`src/rtl/bitflip_event_logger_pkg.sv`:
```
`default_nettype none
// ============================================================================
// Package  : bitflip_pkg
// Purpose  : Event record type and saturating-add helper for the logger.
// Revision : 1.0 - initial release
// ============================================================================
package bitflip_pkg;

    // Record field widths match the default build (8 sensors, 16-bit stamp).
    localparam int unsigned c_rec_id_w = 3;
    localparam int unsigned c_rec_ts_w = 16;

    typedef struct packed {
        logic [c_rec_id_w-1:0] sensor_id;
        logic [c_rec_ts_w-1:0] timestamp;
        logic                  lost;
    } bitflip_rec_t;

    // Adds inc to val and clamps at the all-ones value of a width-bit counter.
    function automatic logic [31:0] sat_add(input logic [31:0] val,
                                            input logic [31:0] inc,
                                            input int unsigned width);
        logic [32:0] sum;
        logic [32:0] lim;
        sum = {1'b0, val} + {1'b0, inc};
        lim = (33'd1 << width) - 33'd1;
        return (sum > lim) ? lim[31:0] : sum[31:0];
    endfunction

endpackage
`default_nettype wire

```
`src/rtl/bitflip_event_logger_if.sv`:
```
`default_nettype none
// ============================================================================
// Module   : bitflip_event_logger_if
// Purpose  : Valid/ready record channel from the logger to its reporter.
// Revision : 1.0 - initial release
// ============================================================================
interface bitflip_event_logger_if
    import bitflip_pkg::*;
#(
    parameter int ID_W = 3,
    parameter int TS_W = 16
);
    logic            rec_valid;
    logic            rec_ready;
    logic [ID_W-1:0] rec_sensor_id;
    logic [TS_W-1:0] rec_timestamp;
    logic            rec_lost;

    modport master (
        output rec_valid, rec_sensor_id, rec_timestamp, rec_lost,
        input  rec_ready
    );

    modport slave (
        input  rec_valid, rec_sensor_id, rec_timestamp, rec_lost,
        output rec_ready
    );
endinterface
`default_nettype wire

```
`src/rtl/bitflip_event_logger_fifo.sv`:
```
`default_nettype none
// ============================================================================
// Module   : bitflip_event_fifo
// Purpose  : DEPTH-entry record FIFO; timestamp storage exists only when
//            BITFLIP_LOGGER_TIMESTAMP_EN is defined.
// Revision : 1.0 - initial release
// ============================================================================
module bitflip_event_fifo
    import bitflip_pkg::*;
#(
    parameter int DEPTH = 4
) (
    input  wire logic              clk,
    input  wire logic              rst,
    input  wire logic              i_push,
    input  wire logic              i_pop,
    input  wire bitflip_rec_t      i_rec,
    output bitflip_rec_t           o_head,
    output logic [$clog2(DEPTH):0] o_level
);
    localparam int c_ptr_w = $clog2(DEPTH);
    localparam logic [c_ptr_w-1:0] c_ptr_one = 1;
    localparam logic [c_ptr_w:0]   c_lvl_one = 1;

    logic [c_ptr_w-1:0]    r_wr_ptr;
    logic [c_ptr_w-1:0]    r_rd_ptr;
    logic [c_ptr_w:0]      r_level;
    logic [c_rec_id_w-1:0] r_id_mem   [DEPTH];
    logic                  r_lost_mem [DEPTH];

    // Callers never push into a full FIFO without a pop, nor pop when empty.
    always_ff @(posedge clk or posedge rst) begin
        if (rst) begin
            r_wr_ptr <= '0;
            r_rd_ptr <= '0;
            r_level  <= '0;
            for (int i = 0; i < DEPTH; i++) begin
                r_id_mem[i]   <= '0;
                r_lost_mem[i] <= 1'b0;
            end
        end else begin
            if (i_push) begin
                r_id_mem[r_wr_ptr]   <= i_rec.sensor_id;
                r_lost_mem[r_wr_ptr] <= i_rec.lost;
                r_wr_ptr             <= r_wr_ptr + c_ptr_one;
            end
            if (i_pop) begin
                r_rd_ptr <= r_rd_ptr + c_ptr_one;
            end
            if (i_push && !i_pop) begin
                r_level <= r_level + c_lvl_one;
            end else if (!i_push && i_pop) begin
                r_level <= r_level - c_lvl_one;
            end
        end
    end

`ifdef BITFLIP_LOGGER_TIMESTAMP_EN
    logic [c_rec_ts_w-1:0] r_ts_mem [DEPTH];

    always_ff @(posedge clk or posedge rst) begin
        if (rst) begin
            for (int i = 0; i < DEPTH; i++) begin
                r_ts_mem[i] <= '0;
            end
        end else if (i_push) begin
            r_ts_mem[r_wr_ptr] <= i_rec.timestamp;
        end
    end
`else
    logic [c_rec_ts_w-1:0] w_unused_ts;
    assign w_unused_ts = i_rec.timestamp;
`endif

    always_comb begin
        o_head           = '0;
        o_head.sensor_id = r_id_mem[r_rd_ptr];
        o_head.lost      = r_lost_mem[r_rd_ptr];
`ifdef BITFLIP_LOGGER_TIMESTAMP_EN
        o_head.timestamp = r_ts_mem[r_rd_ptr];
`endif
    end

    assign o_level = r_level;

endmodule
`default_nettype wire

```
`src/rtl/bitflip_event_logger.sv`:
```
`default_nettype none
// ============================================================================
// Module   : bitflip_event_logger
// Purpose  : Turns sensor error rising edges into queued event records with
//            saturating totals. Optional BITFLIP_LOGGER_TIMESTAMP_EN adds a
//            cycle timestamp to each record.
// Revision : 1.0 - initial release
// ============================================================================
module bitflip_event_logger
    import bitflip_pkg::*;
#(
    parameter int SENSORS = 8,
    parameter int DEPTH   = 4,
    parameter int TS_W    = 16,
    parameter int CNT_W   = 16
) (
    input  wire logic                clk,
    input  wire logic                rst,
    input  wire logic [SENSORS-1:0]  sensor_error,
    input  wire logic                clear,
    bitflip_event_logger_if.master   rec_if,
    output logic [CNT_W-1:0]         total_count,
    output logic [CNT_W-1:0]         dropped_count,
    output logic [$clog2(DEPTH):0]   fifo_level
);
    localparam int c_id_w  = $clog2(SENSORS);
    localparam int c_lvl_w = $clog2(DEPTH) + 1;
    localparam logic [c_lvl_w-1:0] c_full_level = c_lvl_w'(DEPTH);

    logic [SENSORS-1:0] r_prev;
    logic [SENSORS-1:0] r_pending;
    logic               r_lost;
    logic [CNT_W-1:0]   r_total;
    logic [CNT_W-1:0]   r_dropped;

    logic [SENSORS-1:0]    w_rise;
    logic [SENSORS-1:0]    w_drop;
    logic [SENSORS-1:0]    w_accept;
    logic [SENSORS-1:0]    w_grant_mask;
    logic [c_id_w-1:0]     w_grant_idx;
    logic                  w_any;
    logic                  w_push;
    logic                  w_pop;
    logic                  w_full;
    logic [c_lvl_w-1:0]    w_level;
    logic [c_rec_ts_w-1:0] w_ts;
    bitflip_rec_t          w_push_rec;
    bitflip_rec_t          w_head;

    assign w_rise = sensor_error & ~r_prev;

    // Lowest pending index wins; scanning downward leaves the lowest last.
    always_comb begin
        w_grant_idx = '0;
        w_any       = 1'b0;
        for (int i = SENSORS - 1; i >= 0; i--) begin
            if (r_pending[i]) begin
                w_grant_idx = c_id_w'(i);
                w_any       = 1'b1;
            end
        end
    end

    assign w_full       = (w_level == c_full_level);
    assign w_pop        = rec_if.rec_valid & rec_if.rec_ready;
    assign w_push       = w_any & (~w_full | w_pop);
    assign w_grant_mask = w_push ? (SENSORS'(1) << w_grant_idx) : '0;
    // A rise on the sensor being granted this cycle re-arms it, not a drop.
    assign w_drop       = w_rise & r_pending & ~w_grant_mask;
    assign w_accept     = w_rise & ~w_drop;

    always_ff @(posedge clk or posedge rst) begin
        if (rst) begin
            r_prev    <= '0;
            r_pending <= '0;
            r_lost    <= 1'b0;
            r_total   <= '0;
            r_dropped <= '0;
        end else begin
            r_prev    <= sensor_error;
            r_pending <= (r_pending & ~w_grant_mask) | w_rise;
            r_lost    <= (r_lost & ~w_push) | (|w_drop);
            if (clear) begin
                r_total   <= '0;
                r_dropped <= '0;
            end else begin
                r_total   <= CNT_W'(sat_add(32'(r_total),
                                            32'($countones(w_accept)), CNT_W));
                r_dropped <= CNT_W'(sat_add(32'(r_dropped),
                                            32'($countones(w_drop)), CNT_W));
            end
        end
    end

`ifdef BITFLIP_LOGGER_TIMESTAMP_EN
    logic [TS_W-1:0] r_ts;

    always_ff @(posedge clk or posedge rst) begin
        if (rst) begin
            r_ts <= '0;
        end else if (clear) begin
            r_ts <= '0;
        end else begin
            r_ts <= r_ts + TS_W'(1);
        end
    end

    assign w_ts = c_rec_ts_w'(r_ts);
`else
    assign w_ts = '0;
`endif

    always_comb begin
        w_push_rec           = '0;
        w_push_rec.sensor_id = c_rec_id_w'(w_grant_idx);
        w_push_rec.timestamp = w_ts;
        w_push_rec.lost      = r_lost;
    end

    bitflip_event_fifo #(
        .DEPTH (DEPTH)
    ) u_fifo (
        .clk     (clk),
        .rst     (rst),
        .i_push  (w_push),
        .i_pop   (w_pop),
        .i_rec   (w_push_rec),
        .o_head  (w_head),
        .o_level (w_level)
    );

    assign rec_if.rec_valid     = (w_level != '0);
    assign rec_if.rec_sensor_id = c_id_w'(w_head.sensor_id);
    assign rec_if.rec_timestamp = TS_W'(w_head.timestamp);
    assign rec_if.rec_lost      = w_head.lost;
    assign total_count          = r_total;
    assign dropped_count        = r_dropped;
    assign fifo_level           = w_level;

endmodule
`default_nettype wire
```
`src/flat_wrapper.sv`:
```
// flat-port wrapper written by rule: the top's interface ports become plain ports
module bitflip_event_logger_flat import bitflip_pkg::*;
#(
    parameter int SENSORS = 8,
    parameter int DEPTH   = 4,
    parameter int TS_W    = 16,
    parameter int CNT_W   = 16
)
  (clk, rst, sensor_error, clear, total_count, dropped_count, fifo_level, rec_if_rec_valid, rec_if_rec_sensor_id, rec_if_rec_timestamp, rec_if_rec_lost, rec_if_rec_ready);
  bitflip_event_logger_if #(.TS_W(TS_W)) rec_if_i ();
  input  wire logic clk;
  input  wire logic rst;
  input  wire logic [SENSORS-1:0] sensor_error;
  input  wire logic clear;
  output logic [CNT_W-1:0] total_count;
  output logic [CNT_W-1:0] dropped_count;
  output logic [$clog2(DEPTH):0] fifo_level;
  output wire logic [$bits(rec_if_i.rec_valid)-1:0] rec_if_rec_valid;
  output wire logic [$bits(rec_if_i.rec_sensor_id)-1:0] rec_if_rec_sensor_id;
  output wire logic [$bits(rec_if_i.rec_timestamp)-1:0] rec_if_rec_timestamp;
  output wire logic [$bits(rec_if_i.rec_lost)-1:0] rec_if_rec_lost;
  input wire logic [$bits(rec_if_i.rec_ready)-1:0] rec_if_rec_ready;
  assign rec_if_rec_valid = rec_if_i.rec_valid;
  assign rec_if_rec_sensor_id = rec_if_i.rec_sensor_id;
  assign rec_if_rec_timestamp = rec_if_i.rec_timestamp;
  assign rec_if_rec_lost = rec_if_i.rec_lost;
  assign rec_if_i.rec_ready = rec_if_rec_ready;
  bitflip_event_logger #(.SENSORS(SENSORS), .DEPTH(DEPTH), .TS_W(TS_W), .CNT_W(CNT_W)) u_core (.clk(clk), .rst(rst), .sensor_error(sensor_error), .clear(clear), .rec_if(rec_if_i), .total_count(total_count), .dropped_count(dropped_count), .fifo_level(fifo_level));
endmodule
```
`config.mk`:
```
export PLATFORM = sky130hd
export DESIGN_NAME = bitflip_event_logger_flat
export DESIGN_NICKNAME = d
export VERILOG_FILES = /design/src/rtl/bitflip_event_logger_pkg.sv /design/src/rtl/bitflip_event_logger_if.sv /design/src/rtl/bitflip_event_logger_fifo.sv /design/src/rtl/bitflip_event_logger.sv /design/src/flat_wrapper.sv
export SDC_FILE = /design/constraint.sdc
export NUM_CORES = 1
export LEC_CHECK = 0
export BUFFER_PORTS_ARGS = -buffer_cell sky130_fd_sc_hd__buf_4
export CORE_AREA = 2 2 87 89
export DETAILED_ROUTE_END_ITERATION = 16
export DIE_AREA = 0 0 89 91
export PLACE_DENSITY = 0.83
export SYNTH_ARGS = -nofsm -noshare
export SYNTH_HDL_FRONTEND = slang
export SYNTH_SLANG_ARGS = --single-unit
export TNS_END_PERCENT = 50
```
`constraint.sdc`:
```
create_clock -name clk -period 13.98 [get_ports clk]
set_input_delay 2.796 -clock clk [delete_from_list [all_inputs] [get_ports clk]]
set_output_delay 2.796 -clock clk [all_outputs]
set_load 0.05 [all_outputs]
```
Word level (Yosys, flattened, before mapping)
Cells that the tools add are included.
{"block": "totals", "regBits": 72, "latchBits": 0, "mem_bits_rw": 0, "romBits": 0, "inputBits": 12, "out_inout_bits": 56, "elab_cells": 104, "mem_count": 0}
{"block": "op_classes", "n_addsub": 20, "multipliers": 0, "div_mod_pow": 0, "magnitude_cmp": 5, "eq_ne": 1, "shift": 1, "muxes": 35, "bitwise": 18, "n_reduce_logical": 8}
{"cell": "32-bit adder", "n": 6}
{"cell": "16-bit by 32-bit adder with 33-bit output", "n": 2}
{"cell": "33-bit by 16-bit > comparator with 1-bit output, second input constant", "n": 2}
{"cell": "16-bit two-way mux", "n": 4}
{"cell": "8-bit bitwise AND", "n": 5}
{"cell": "3-bit two-way mux", "n": 13}
{"cell": "8-bit NOT", "n": 3}
{"cell": "1-bit by 1-bit adder with 2-bit output", "n": 8}
{"cell": "12-bit bitwise mux", "n": 1}
{"cell": "1-bit two-way mux", "n": 11}
{"cell": "8-bit two-way mux", "n": 1}
{"cell": "8-bit bitwise OR", "n": 1}
{"cell": "8-bit OR reduction", "n": 1}
{"cell": "1-bit by 3-bit left shift with 8-bit output, first input constant", "n": 1}
{"cell": "3-bit binary-select mux with 2-bit select", "n": 1}
{"cell": "3-bit demux with 2-bit select", "n": 1}
{"cell": "3-bit >= comparator, second input constant", "n": 2}
{"cell": "2-bit NOT with 3-bit output", "n": 2}
{"cell": "2-bit by 1-bit adder with 2-bit output, second input constant", "n": 2}
{"cell": "4-bit bitwise mux", "n": 1}
{"cell": "3-bit by 1-bit adder with 3-bit output, second input constant", "n": 1}
{"cell": "1-bit bitwise AND", "n": 3}
{"cell": "3-bit equality test, second input constant", "n": 1}
{"cell": "1-bit logical AND", "n": 3}
{"cell": "9 further kinds", "n": 12}

Longest topological paths before layout
Gate-level depths: netlist of the first run.
{"block": "depth", "ltp_word": 21, "ltp_mapped": 18, "mapped_depth_nobuf": 18}

Modules after synthesis
Synthesis of the first run repeated with hierarchy kept, for this count alone.
{"block": "hier_totals", "cells_unflattened": 377, "hier_area_um2": 4100.2}
{"module": "bitflip_event_logger", "instances": 1, "cells_per_inst": 290, "area_per_inst_um2": 2919.0, "seq_area_each_um2": 1226.2}
{"module": "bitflip_event_fifo", "instances": 1, "cells_per_inst": 87, "area_per_inst_um2": 1181.1, "seq_area_each_um2": 575.6}

Worst setup path after synthesis of the first run
OpenSTA, ideal clock, no wires.
{"block": "synth_timing", "path_kind": "input to register", "startpoint": "in rec_if_rec_ready", "endpoint": "reg u_core.r_total[2], in the netlist u_core.total_count[2]", "setup_ns": 0.078, "arrival_time_ns": 7.085, "required_time_ns": 13.902, "path_slack_ns": 6.817, "path_stages": 17, "path_buffers": 1, "cell_sequence": "nor4b_4 and4bb_4 a31o_2 nor2b_1 ha_1 fa_1 inv_1 fa_1 inv_1 ha_1 fa_1 ha_1 nand3_1 a211oi_2 nand4_1 buf_2 a21oi_1"}
{"block": "synth_between", "elab_chain_cells": 15, "word_cells_on_any_way": 19, "classes_between": "add/sub: 8; order compare: 1; mux: 3; bitwise: 7"}
{"item": "from (decl)", "line": "flat_wrapper.sv:22", "rtl": "input wire logic [$bits(rec_if_i.rec_ready)-1:0] rec_if_rec_ready;"}
{"item": "1-bit bitwise AND (*)", "line": "bitflip_event_logger.sv:65", "rtl": "assign w_pop = rec_if.rec_valid & rec_if.rec_ready;"}
{"item": "1-bit bitwise OR (*)", "line": "bitflip_event_logger.sv:66", "rtl": "assign w_push = w_any & (~w_full | w_pop);"}
{"item": "1-bit bitwise AND (*)", "line": "bitflip_event_logger.sv:66"}
{"item": "8-bit two-way mux (*)", "line": "bitflip_event_logger.sv:67", "rtl": "assign w_grant_mask = w_push ? (SENSORS'(1) << w_grant_idx) : '0;"}
{"item": "8-bit NOT (*)", "line": "bitflip_event_logger.sv:69", "rtl": "assign w_drop = w_rise & r_pending & ~w_grant_mask;"}
{"item": "8-bit bitwise AND (*)", "line": "bitflip_event_logger.sv:69"}
{"item": "8-bit NOT (*)", "line": "bitflip_event_logger.sv:70", "rtl": "assign w_accept = w_rise & ~w_drop;"}
{"item": "8-bit bitwise AND (*)", "line": "bitflip_event_logger.sv:70"}
{"item": "1-bit by 1-bit adder with 2-bit output (implied by the code)", "line": "bitflip_event_logger.sv:88", "rtl": "32'($countones(w_accept)), CNT_W));"}
{"item": "32-bit adder (implied by the code)", "line": "bitflip_event_logger.sv:88"}
{"item": "32-bit adder (implied by the code) (*)", "line": "bitflip_event_logger.sv:88"}
{"item": "16-bit by 32-bit adder with 33-bit output (*)", "line": "bitflip_event_logger_pkg.sv:25", "rtl": "sum = {1'b0, val} + {1'b0, inc};"}
{"item": "33-bit by 16-bit > comparator with 1-bit output", "line": "bitflip_event_logger_pkg.sv:27", "rtl": "return (sum > lim) ? lim[31:0] : sum[31:0];"}
{"item": "16-bit two-way mux (*)", "line": "bitflip_event_logger_pkg.sv:27"}
{"item": "16-bit two-way mux (*)", "line": "bitflip_event_logger.sv:83", "rtl": "if (clear) begin"}
{"item": "to (signal assigned)", "line": "bitflip_event_logger.sv:87", "rtl": "r_total <= CNT_W'(sat_add(32'(r_total),"}
{"item": "to (decl)", "line": "bitflip_event_logger.sv:33", "rtl": "logic [CNT_W-1:0] r_total;"}
Mark *: on every way between the ends. The rest lies on a longest branch, timed or not.
A chain may end at the register's enable or synchronous reset.

Final worst setup path of the first run
Ends and elaborated chain as after synthesis.

==> results of run 1 <==
[state kept, by name, summed over array words and instances, names as in the netlist]
| name | count |
|---|---|
| u_core.dropped_count | 16 |
| u_core.r_lost | 1 |
| u_core.r_pending | 8 |
| u_core.r_prev | 8 |
| u_core.total_count | 16 |
| u_core.u_fifo.o_level | 3 |
| u_core.u_fifo.r_id_mem | 12 |
| u_core.u_fifo.r_lost_mem | 4 |
| u_core.u_fifo.r_rd_ptr | 2 |
| u_core.u_fifo.r_wr_ptr | 2 |
[area by class of cell]
cell class | instances | area, um^2
fillers | 583 | 2310
multi-input cells | 285 | 2186
flip-flops and latches | 72 | 1802
repair buffers | 52 | 390.4
clock buffers | 11 | 141.4
inverters | 37 | 138.9
well taps | 99 | 123.9
clock inverters | 4 | 45.04
[critical path: cells and delay by family]
kind            cells  cell delay [ns]
compound gates      3             1.08
buf+inv             3             0.23
fa+ha+maj           6             2.29
simple gates        5             1.51
[metal layers]
layer	up-vias	wire [um]	global-route usage
met5	-	0	0
met4	0	142	0.08085
met3	13	354	0.04273
met2	65	4150	0.3563
met1	1448	3376	0.2768
li1	1451	-	-
[metrics by stage]
| stage | instance area [um^2] | hold slack [ns] |
|---|---|---|
| after floorplan | 4267 | 0.4446 |
| after global placement | 4641 | 0.4568 |
| after detailed placement | 4641 | 0.4745 |
| after CTS | 4827 | 0.4904 |
| after global routing | 4827 | 0.5067 |
| final | 4827 | 0.4821 |
[cells by family (layout without fill, tap and decap cells)]
kind of cell / after synthesis / in the layout / synth area share
and+or+nand+nor: 116 / 116 / 0.1548
AOI/OAI and AO/OA: 76 / 76 / 0.1165
DFF: 72 / 72 / 0.4279
buffers and inverters: 58 / 104 / 0.06627
adders and majority gates: 42 / 42 / 0.1444
xor gates and xnor gates: 25 / 25 / 0.05201
muxes: 10 / 10 / 0.03715
other: 1 / 16 / 0.0008907
[final timing paths]
| check | start | cells after the start | to | slack [ns] |
|---|---|---|---|---|
| hold reg to reg | u_core.u_fifo.r_id_mem[9]$_DFFE_PP0P_ | 2 | u_core.u_fifo.r_id_mem[9]$_DFFE_PP0P_ | 0.48 |
| hold / removal | u_core.u_fifo.r_id_mem[9]$_DFFE_PP0P_ | 2 | u_core.u_fifo.r_id_mem[9]$_DFFE_PP0P_ | 0.48 |
| max in group asynchronous | rst | 3 | u_core.dropped_count[12]$_DFF_PP0_ | 10.69 |
| min in group asynchronous | rst | 3 | u_core.u_fifo.o_level[0]$_DFFE_PP0P_ | 2.71 |
| setup reg to reg | u_core.u_fifo.o_level[0]$_DFFE_PP0P_ | 16 | u_core.total_count[2]$_DFF_PP0_ | 8.36 |
| setup / recovery | rec_if_rec_ready | 17 | u_core.total_count[2]$_DFF_PP0_ | 6.35 |
[synthesized netlist by cell type, drive strengths merged (3+ instances only)]
master	n	share of area
nor2	14	0.014
nor3	4	0.0048
mux2	5	0.013
and4	6	0.012
mux4	4	0.021
nor2b	6	0.0089
o21bai	3	0.0053
a21oi	36	0.043
buf	17	0.030
nand2	37	0.033
dfrtp	72	0.43
and3	3	0.0045
xor2	13	0.027
a22o	4	0.0083
clkbuf	4	0.0036
xnor2	12	0.025
or2	9	0.013
ha	31	0.092
nand4	6	0.0089
o31ai	3	0.012
nand2b	11	0.018
a31oi	4	0.0074
nand3	11	0.013
a211oi	4	0.0095
inv	37	0.033
o21ai	15	0.018
fa	11	0.052
[where the power goes]
part	internal, mW	switching (mW)
clock network	0.0854	0.0741
logic	0.131	0.206
registers	0.255	0.0416
total	0.471	0.322
==> impl_summary.md, run 1 <==
Synth
The post-synthesis instance area is approximately 4200 um^2. The part of the Yosys area used for sequential elements is 0.4279. The number of instances in the synthesized netlist is 400. The async set-reset flop share out of synthesis is 1.000. The number of flops mapped to enable cells by yosys is 0.

The average cell area after synthesis is between 10 and 15 um^2. After synthesis, the netlist uses 50 different library cells. During synthesis, Yosys emitted a total of 0 warnings. The total of flip-flops plus latches after synthesis is 72.

The primary flip-flop cell chosen by synthesis mapping is sky130_fd_sc_hd__dfrtp_1.

Power and ir drop
The power per cell area is about 160 nW/um^2. IR analysis of the VDD net gives a maximum drop of around 72 uV. Power comes to 0.7933 mW. The static power due to leakage is about 2.4 nW.

Critical path
The biggest fanout along the worst timing path is 13. The critical path launch point type is an input port. The critical path required time is ~14 ns. The slowest stage of the critical path belongs to the cell sky130_fd_sc_hd__nand4_1. The largest stage delay on the critical path is 0.55 ns.

The type of the worst setup path is input port to flip-flop. The arrival time of the worst setup path is around 7.9 ns. Traced cell by cell, the critical path runs through buf_4 -> nor4b_4 -> and4bb_4 -> a31o_2 -> nor2b_1 -> ha_1 -> fa_1 -> inv_1 -> fa_1 -> inv_1 -> ha_1 -> fa_1 -> ha_1 -> nand3_1 -> a211oi_2 -> nand4_1 -> a21oi_1. STA classifies the critical path endpoint as a flip-flop.

Placement
The number of instances in the placed design is approximately 550. The half-perimeter wire length after placement is 5958 um. The routability congestion estimate is between 0.8 and 0.9. The pre-CTS setup slack is 6.008 ns. Buffers placed on the I/O ports in this run total 51.

Detailed routing
Once detail routing completed, the nets flagged for antenna violations numbered 0. The detail-routed via count per cell is approximately 5.3. The average wire per standard cell is about 14 um. After detailed routing, the number of remaining DRC violations is 0.

After the first detailed-routing iteration, the DRC count stood at 101. The number of detailed-routing iterations run before antenna repair is 4. Summed over all layers, the routed wires come to between 8000 and 9000 um. The total number of vias is around 3,000.

Die
The initialized floorplan defines 31 standard-cell rows. The floorplan die area is ~8000 um^2. The floorplan step set the die height to 91 um. The horizontal extent of the die is 89 um. Pin placement for this block handled 68 I/O pins. The region available for standard cell placement spans a little over 7000 um^2.

The initial utilization of the core area, before any placement, comes to 0.5899.

Clocking
The clock passes through at most 2 buffers. The post-cts sizing count is 0. CTS built an H-tree with a depth of 3. The total clock buffers created by CTS is 9. Clock-pin slew was measured on the worst setup and hold paths at about 0.070 ns. TritonCTS built the clock tree. The clock latency of the later-clocked register in the worst-skew pair is around 0.35 ns. The hold buffer count at CTS is 0. CTS placed an instance of sky130_fd_sc_hd__clkbuf_8 at the clock tree root. The clock drives 72 sinks. The post-CTS setup-driven buffer insertion count is 0.

Global route
The initial antenna violation count came to 0. The number of global-route vias before repair is just under 3,000. The total overflow left after global routing is 0.

Across every metal layer, demand over resource in global routing totals 0.2152. The maximum number of pins on one net before global-route repair is 73. The first-pass GRT wire length is between 10,000 and 15,000 um.

Timing
The maximum clock frequency is 0.1310 GHz. The post-route clock skew is around 0.0086 ns. The final sum of negative setup slack is 0 ns. Setup violations remaining at the end of the flow were counted as 0.

Setup repair after global routing left no endpoint under its margin. The count of endpoints failing hold in the final timing report was 0. The pin slew with the least headroom to its limit is just under 0.9 ns. The final critical delay including setup and external delays is roughly 7.6 ns. The final count of pins violating max slew is 0.

Dividing the final minimum period by the clock period gives 0.5461. In this run the tightest slew margin relative to its limit is 0.4083. The worst setup slack after layout is about 6.3 ns.

Cells and area
The layout cell share with drive strength beyond 1 is 0.2039. The area growth from synthesis to layout is 14.65%. The filler-free cell count of the finished design is between 500 and 600. The library cell used most frequently in the layout, excluding fill and tap cells, is sky130_fd_sc_hd__dfrtp_1. After the last flow step, the layout net total stands at between 500 and 600. The final core area utilization is 0.6764. 0 antenna diodes ended up in the layout.

The library cells used most frequently in the layout, excluding fill and tap cells, are 72 x sky130_fd_sc_hd__dfrtp_1, 52 x sky130_fd_sc_hd__buf_4, 37 x sky130_fd_sc_hd__nand2_1.

Hold path
The class of the most critical hold timing path is flip-flop to flip-flop.

Flow run
The tool flagged a number of max-cap violations equal to 0.

Status
The run finished with clean final reports.
Note: power is estimated with default switching activity, not from simulation.
==> run 2, diff against run 1 <==
--- a/config.mk
+++ b/config.mk
@@ -6,10 +6,10 @@
 export NUM_CORES = 1
 export LEC_CHECK = 0
 export BUFFER_PORTS_ARGS = -buffer_cell sky130_fd_sc_hd__buf_4
-export CORE_AREA = 2 2 87 89
+export CORE_AREA = 2 2 89 91
 export DETAILED_ROUTE_END_ITERATION = 16
-export DIE_AREA = 0 0 89 91
-export PLACE_DENSITY = 0.83
+export DIE_AREA = 0 0 91 93
+export PLACE_DENSITY = 0.79
 export SYNTH_ARGS = -nofsm -noshare
 export SYNTH_HDL_FRONTEND = slang
 export SYNTH_SLANG_ARGS = --single-unit
==> constraint.sdc (replaced) <==
create_clock -name clk -period 7.12 [get_ports clk]
set_input_delay 1.424 -clock clk [delete_from_list [all_inputs] [get_ports clk]]
set_output_delay 1.424 -clock clk [all_outputs]
set_load 0.05 [all_outputs]
==> run 2 against run 1 <==
Against the previous run: clock power grew 120%; flip-flop and latch count is the same; clock skew about the same; critical endpoint is now u_core.total_count[8]$_DFF_PP0_; power rose by 100%; sequential power rose by 97%; die area is 4.5% higher; hold slack better by 0.0034 ns; cell area rose by 0.96%; combinational power rose by 95%; highest routed layer unchanged.
==> impl_summary.md, run 2 (synthesis gave the netlist of run 1 again) <==
Power and ir drop
The fraction of power consumed by sequential logic is 0.367 (was 0.374). The proportion of power drawn by the clock network is 0.222 (was 0.201). The share of total power in combinational logic is 0.412 (was 0.425).

The cell-internal power is 0.9637 mW (was 0.4715 mW). The power per cell area was 327.4 nW/um^2 (was 164.3 nW/um^2). The maximum resistive drop on vdd is 137.6 uV (was 71.69 uV). The net switching share of the total power is 0.3960 (was 0.4056).

The static power due to leakage is 2.377 nW (was 2.358 nW). The net switching power of the design came to 0.6317 mW (was 0.3218 mW).

Cells and area
The layout cell share with drive strength beyond 1 was 0.2047 (was 0.2039). The filler-free cell count of the finished design came to 566 (was 560). The filler cell count was 644 (was 583). The final core area utilization was 0.6474 (was 0.6764).

The number of diodes added for antenna fixing is 0 (unchanged). The post-synthesis to final-layout area growth was 15.75% (was 14.65%). Most frequent cells in the layout: 72 x sky130_fd_sc_hd__dfrtp_1, 54 x sky130_fd_sc_hd__buf_4, 37 x sky130_fd_sc_hd__nand2_1 (was 72 x sky130_fd_sc_hd__dfrtp_1, 52 x sky130_fd_sc_hd__buf_4, 37 x sky130_fd_sc_hd__nand2_1). The post-layout net count was 513 (was 511). The sequential standard cell area was 1802 um^2 (unchanged).

The area taken by multi-input logic gates is 2186 um^2 (unchanged). The leading cell type in the layout, fill and taps excluded is sky130_fd_sc_hd__dfrtp_1 (unchanged).

Detailed routing
The total number of vias came to 2,985 (was 2,977). The number of detailed-routing iterations run before antenna repair was 4 (unchanged). The post-detailed-route DRC marker count was 0 (unchanged). The total detailed-routing wirelength is 7861 um (was 8022 um). The average wire per standard cell is 13.89 um (was 14.33 um). The remaining antenna violation count after routing is 0 (unchanged). The starting DRC count in detailed routing is 84 (was 101).

The detail-routed via count per cell is 5.274 (was 5.316).

Placement
The pre-CTS setup slack is 0.7850 ns (was 6.008 ns). The half-perimeter wire length after placement came to 5872 um (was 5958 um). The number of instances in the placed design is 550 (was 545). The port buffer count is 51 (unchanged). The routability congestion estimate is 0.8972 (was 0.8226).

Flow run
The max capacitance violation total is 0 (unchanged).

Hold path
The hold path depth is 2 (unchanged). The beginning of the worst hold path is u_core.u_fifo.r_id_mem[9]$_DFFE_PP0P_ (unchanged). The endpoint of the worst hold path is u_core.u_fifo.r_id_mem[9]$_DFFE_PP0P_ (unchanged). The class of the most critical hold timing path is flip-flop to flip-flop (unchanged).

Timing
The final-report setup violation count is 0 (unchanged). The pin slew with the least headroom to its limit is 0.8960 ns (was 0.8875 ns). For this run, the top clock speed supported by timing is 0.1671 GHz.

For the finished layout, the period the worst path requires is roughly 6.0 ns. Dividing the final minimum period by the clock period gives 0.8406. Setup repair after global routing missed its margin: false (unchanged). The final worst hold slack is 0.4855 ns (was 0.4821 ns). The final count of pins violating max slew is 0 (unchanged). The worst slew margin relative to its limit came to 0.4026 (was 0.4083).

The final sum of negative setup slack is 0 ns (unchanged). The post-route clock skew is 0.008858 ns (was 0.008552 ns). The worst setup slack after layout was 1.135 ns (was 6.346 ns). The count of endpoints failing hold in the final timing report is 0 (unchanged).

Clocking
The total clock buffers created by CTS was 9 (unchanged). The hold buffer count at CTS is 0 (unchanged). The clock tree from TritonCTS was yes (unchanged). The post-CTS clock slew at the launch and capture registers of the worst setup and hold paths is 0.07 ns (about the same).

The H-tree level count is 3 (unchanged). The maximum buffer depth of the clock tree was 2 (unchanged). The number of clock sinks was 72 (unchanged). The post-CTS setup-driven buffer insertion count was 0 (unchanged). The cell at the root of the clock tree is sky130_fd_sc_hd__clkbuf_8 (unchanged). The post-cts sizing count came to 0 (unchanged).

The clock latency of the later-clocked register in the worst-skew pair was 0.34 ns (was 0.35 ns).

Critical path
The critical path launch point type is an input port (unchanged). The largest stage delay on the critical path is 0.54 ns (was 0.55 ns). The launching instance or port of the critical path is rec_if_rec_ready (unchanged). The dominant delay contributor by cell family on the critical path is adder cells (unchanged). The biggest fanout along the worst timing path is 13 (unchanged). The type of the worst setup path is input port to flip-flop (unchanged).

The critical path required time was 7.40 ns (was 14.24 ns). The startpoint of the worst register-to-register path was u_core.u_fifo.o_level[0]$_DFFE_PP0P_ (unchanged). The cell with the biggest individual delay on the critical path is sky130_fd_sc_hd__fa_1 (was sky130_fd_sc_hd__nand4_1). The register-to-register setup slack came to 1.77 ns (was 8.36 ns).

The worst reg2reg path endpoint is u_core.total_count[8]$_DFF_PP0_ (was u_core.total_count[2]$_DFF_PP0_). The buffers plus inverters on the worst setup path came to 4 (was 3). The logic depth of the worst register-to-register path is 18 (was 16). Cell Chain, Critical Path: buf_4 -> nor4b_4 -> and4bb_4 -> a31o_2 -> nor2b_1 -> ha_1 -> fa_1 -> inv_1 -> fa_1 -> inv_1 -> ha_1 -> fa_1 -> ha_1 -> nand3_1 -> a211oi_2 -> buf_4 -> nand4_1 -> o21a_1 -> nor2_1 (was buf_4 -> nor4b_4 -> and4bb_4 -> a31o_2 -> nor2b_1 -> ha_1 -> fa_1 -> inv_1 -> fa_1 -> inv_1 -> ha_1 -> fa_1 -> ha_1 -> nand3_1 -> a211oi_2 -> nand4_1 -> a21oi_1). The arrival time of the worst setup path was 6.26 ns (was 7.90 ns).

The category of the worst setup path capture point is a flip-flop (unchanged).

Die
The floorplan die area came to 8463 um^2 (was 8099 um^2). The horizontal extent of the die is 91 um (was 89 um). The core box area was 7527 um^2 (was 7137 um^2). The height of the die is 93 um (was 91 um). The cell row count was 32 (was 31). The number of placed I/O pins came to 68 (unchanged). The starting density of the core is 0.5593 (was 0.5899).

Global route
The total global-route track usage was 0.1993 (was 0.2152). The maximum number of pins on one net before global-route repair was 73 (unchanged). The initial antenna violation count is 0 (unchanged). The total overflow reported by the global router is 0 (unchanged). The number of global-route vias before repair is 2,970 (was 2,979). The first-pass GRT wire length is 13,500 um (was 13,540 um).

Status
Status: completed (unchanged).
-- run 2: worst reg2reg max path: cells and delay by family, from the launching register on --
family	cells	cell delay (ns)
AO/OA/AOI/OAI	3	0.73
AND/OR/NAND/NOR	6	1.52
adder cells (fa/ha/maj)	6	2.28
flip-flops	1	0.48
buffers and inverters	3	0.27
-- run 2: area by class of cell --
type                            instances  area share
Timing Repair Buffer                   54     0.08318
Clock inverter                          3     0.01335
Clock buffer                           13     0.03055
Multi-Input combinational cell        285      0.4485
Sequential cell                        72      0.3697
Tap cell                              102     0.02619
Inverter                               37     0.02850
-- run 2: metal layers --
| layer | global-route usage | part of all wire | vias to the layer above |
|---|---|---|---|
| met5 | 0 | 0 | - |
| met4 | 0.08333 | 0.018 | 0 |
| met3 | 0.03546 | 0.039 | 14 |
| met2 | 0.3414 | 0.51 | 59 |
| met1 | 0.2512 | 0.43 | 1454 |
| li1 | - | - | 1458 |
-- run 2: through the flow --
step                power, mW  cell area [um^2]
finish                  1.595              4873
global route            1.697              4873
detailed placement      1.254              4659
floorplan               1.093              4267
CTS                     1.612              4873
global placement        1.227              4659
-- run 2: worst max-delay path by stage --
| stage | slack [ns] | depth (start not counted) | end |
|---|---|---|---|
| after CTS | 1.14 | 19 | u_core.total_count[8]$_DFF_PP0_ |
| after global routing | 0.69 | 20 | u_core.total_count[8]$_DFF_PP0_ |
| after floorplan | 1.33 | 17 | u_core.total_count[2]$_DFF_PP0_ |
| after global placement | 0.87 | 19 | u_core.total_count[8]$_DFF_PP0_ |
| after detailed placement | 0.78 | 19 | u_core.total_count[8]$_DFF_PP0_ |
| final | 1.14 | 19 | u_core.total_count[8]$_DFF_PP0_ |
-- run 2: power groups by stage --
stage	sequential, mW	clock, mW	combinational (mW)
finish	0.585	0.354	0.657
global placement	0.586	0	0.641
floorplan	0.642	0	0.450
CTS	0.586	0.361	0.664
detailed placement	0.594	0	0.661
global route	0.600	0.378	0.719
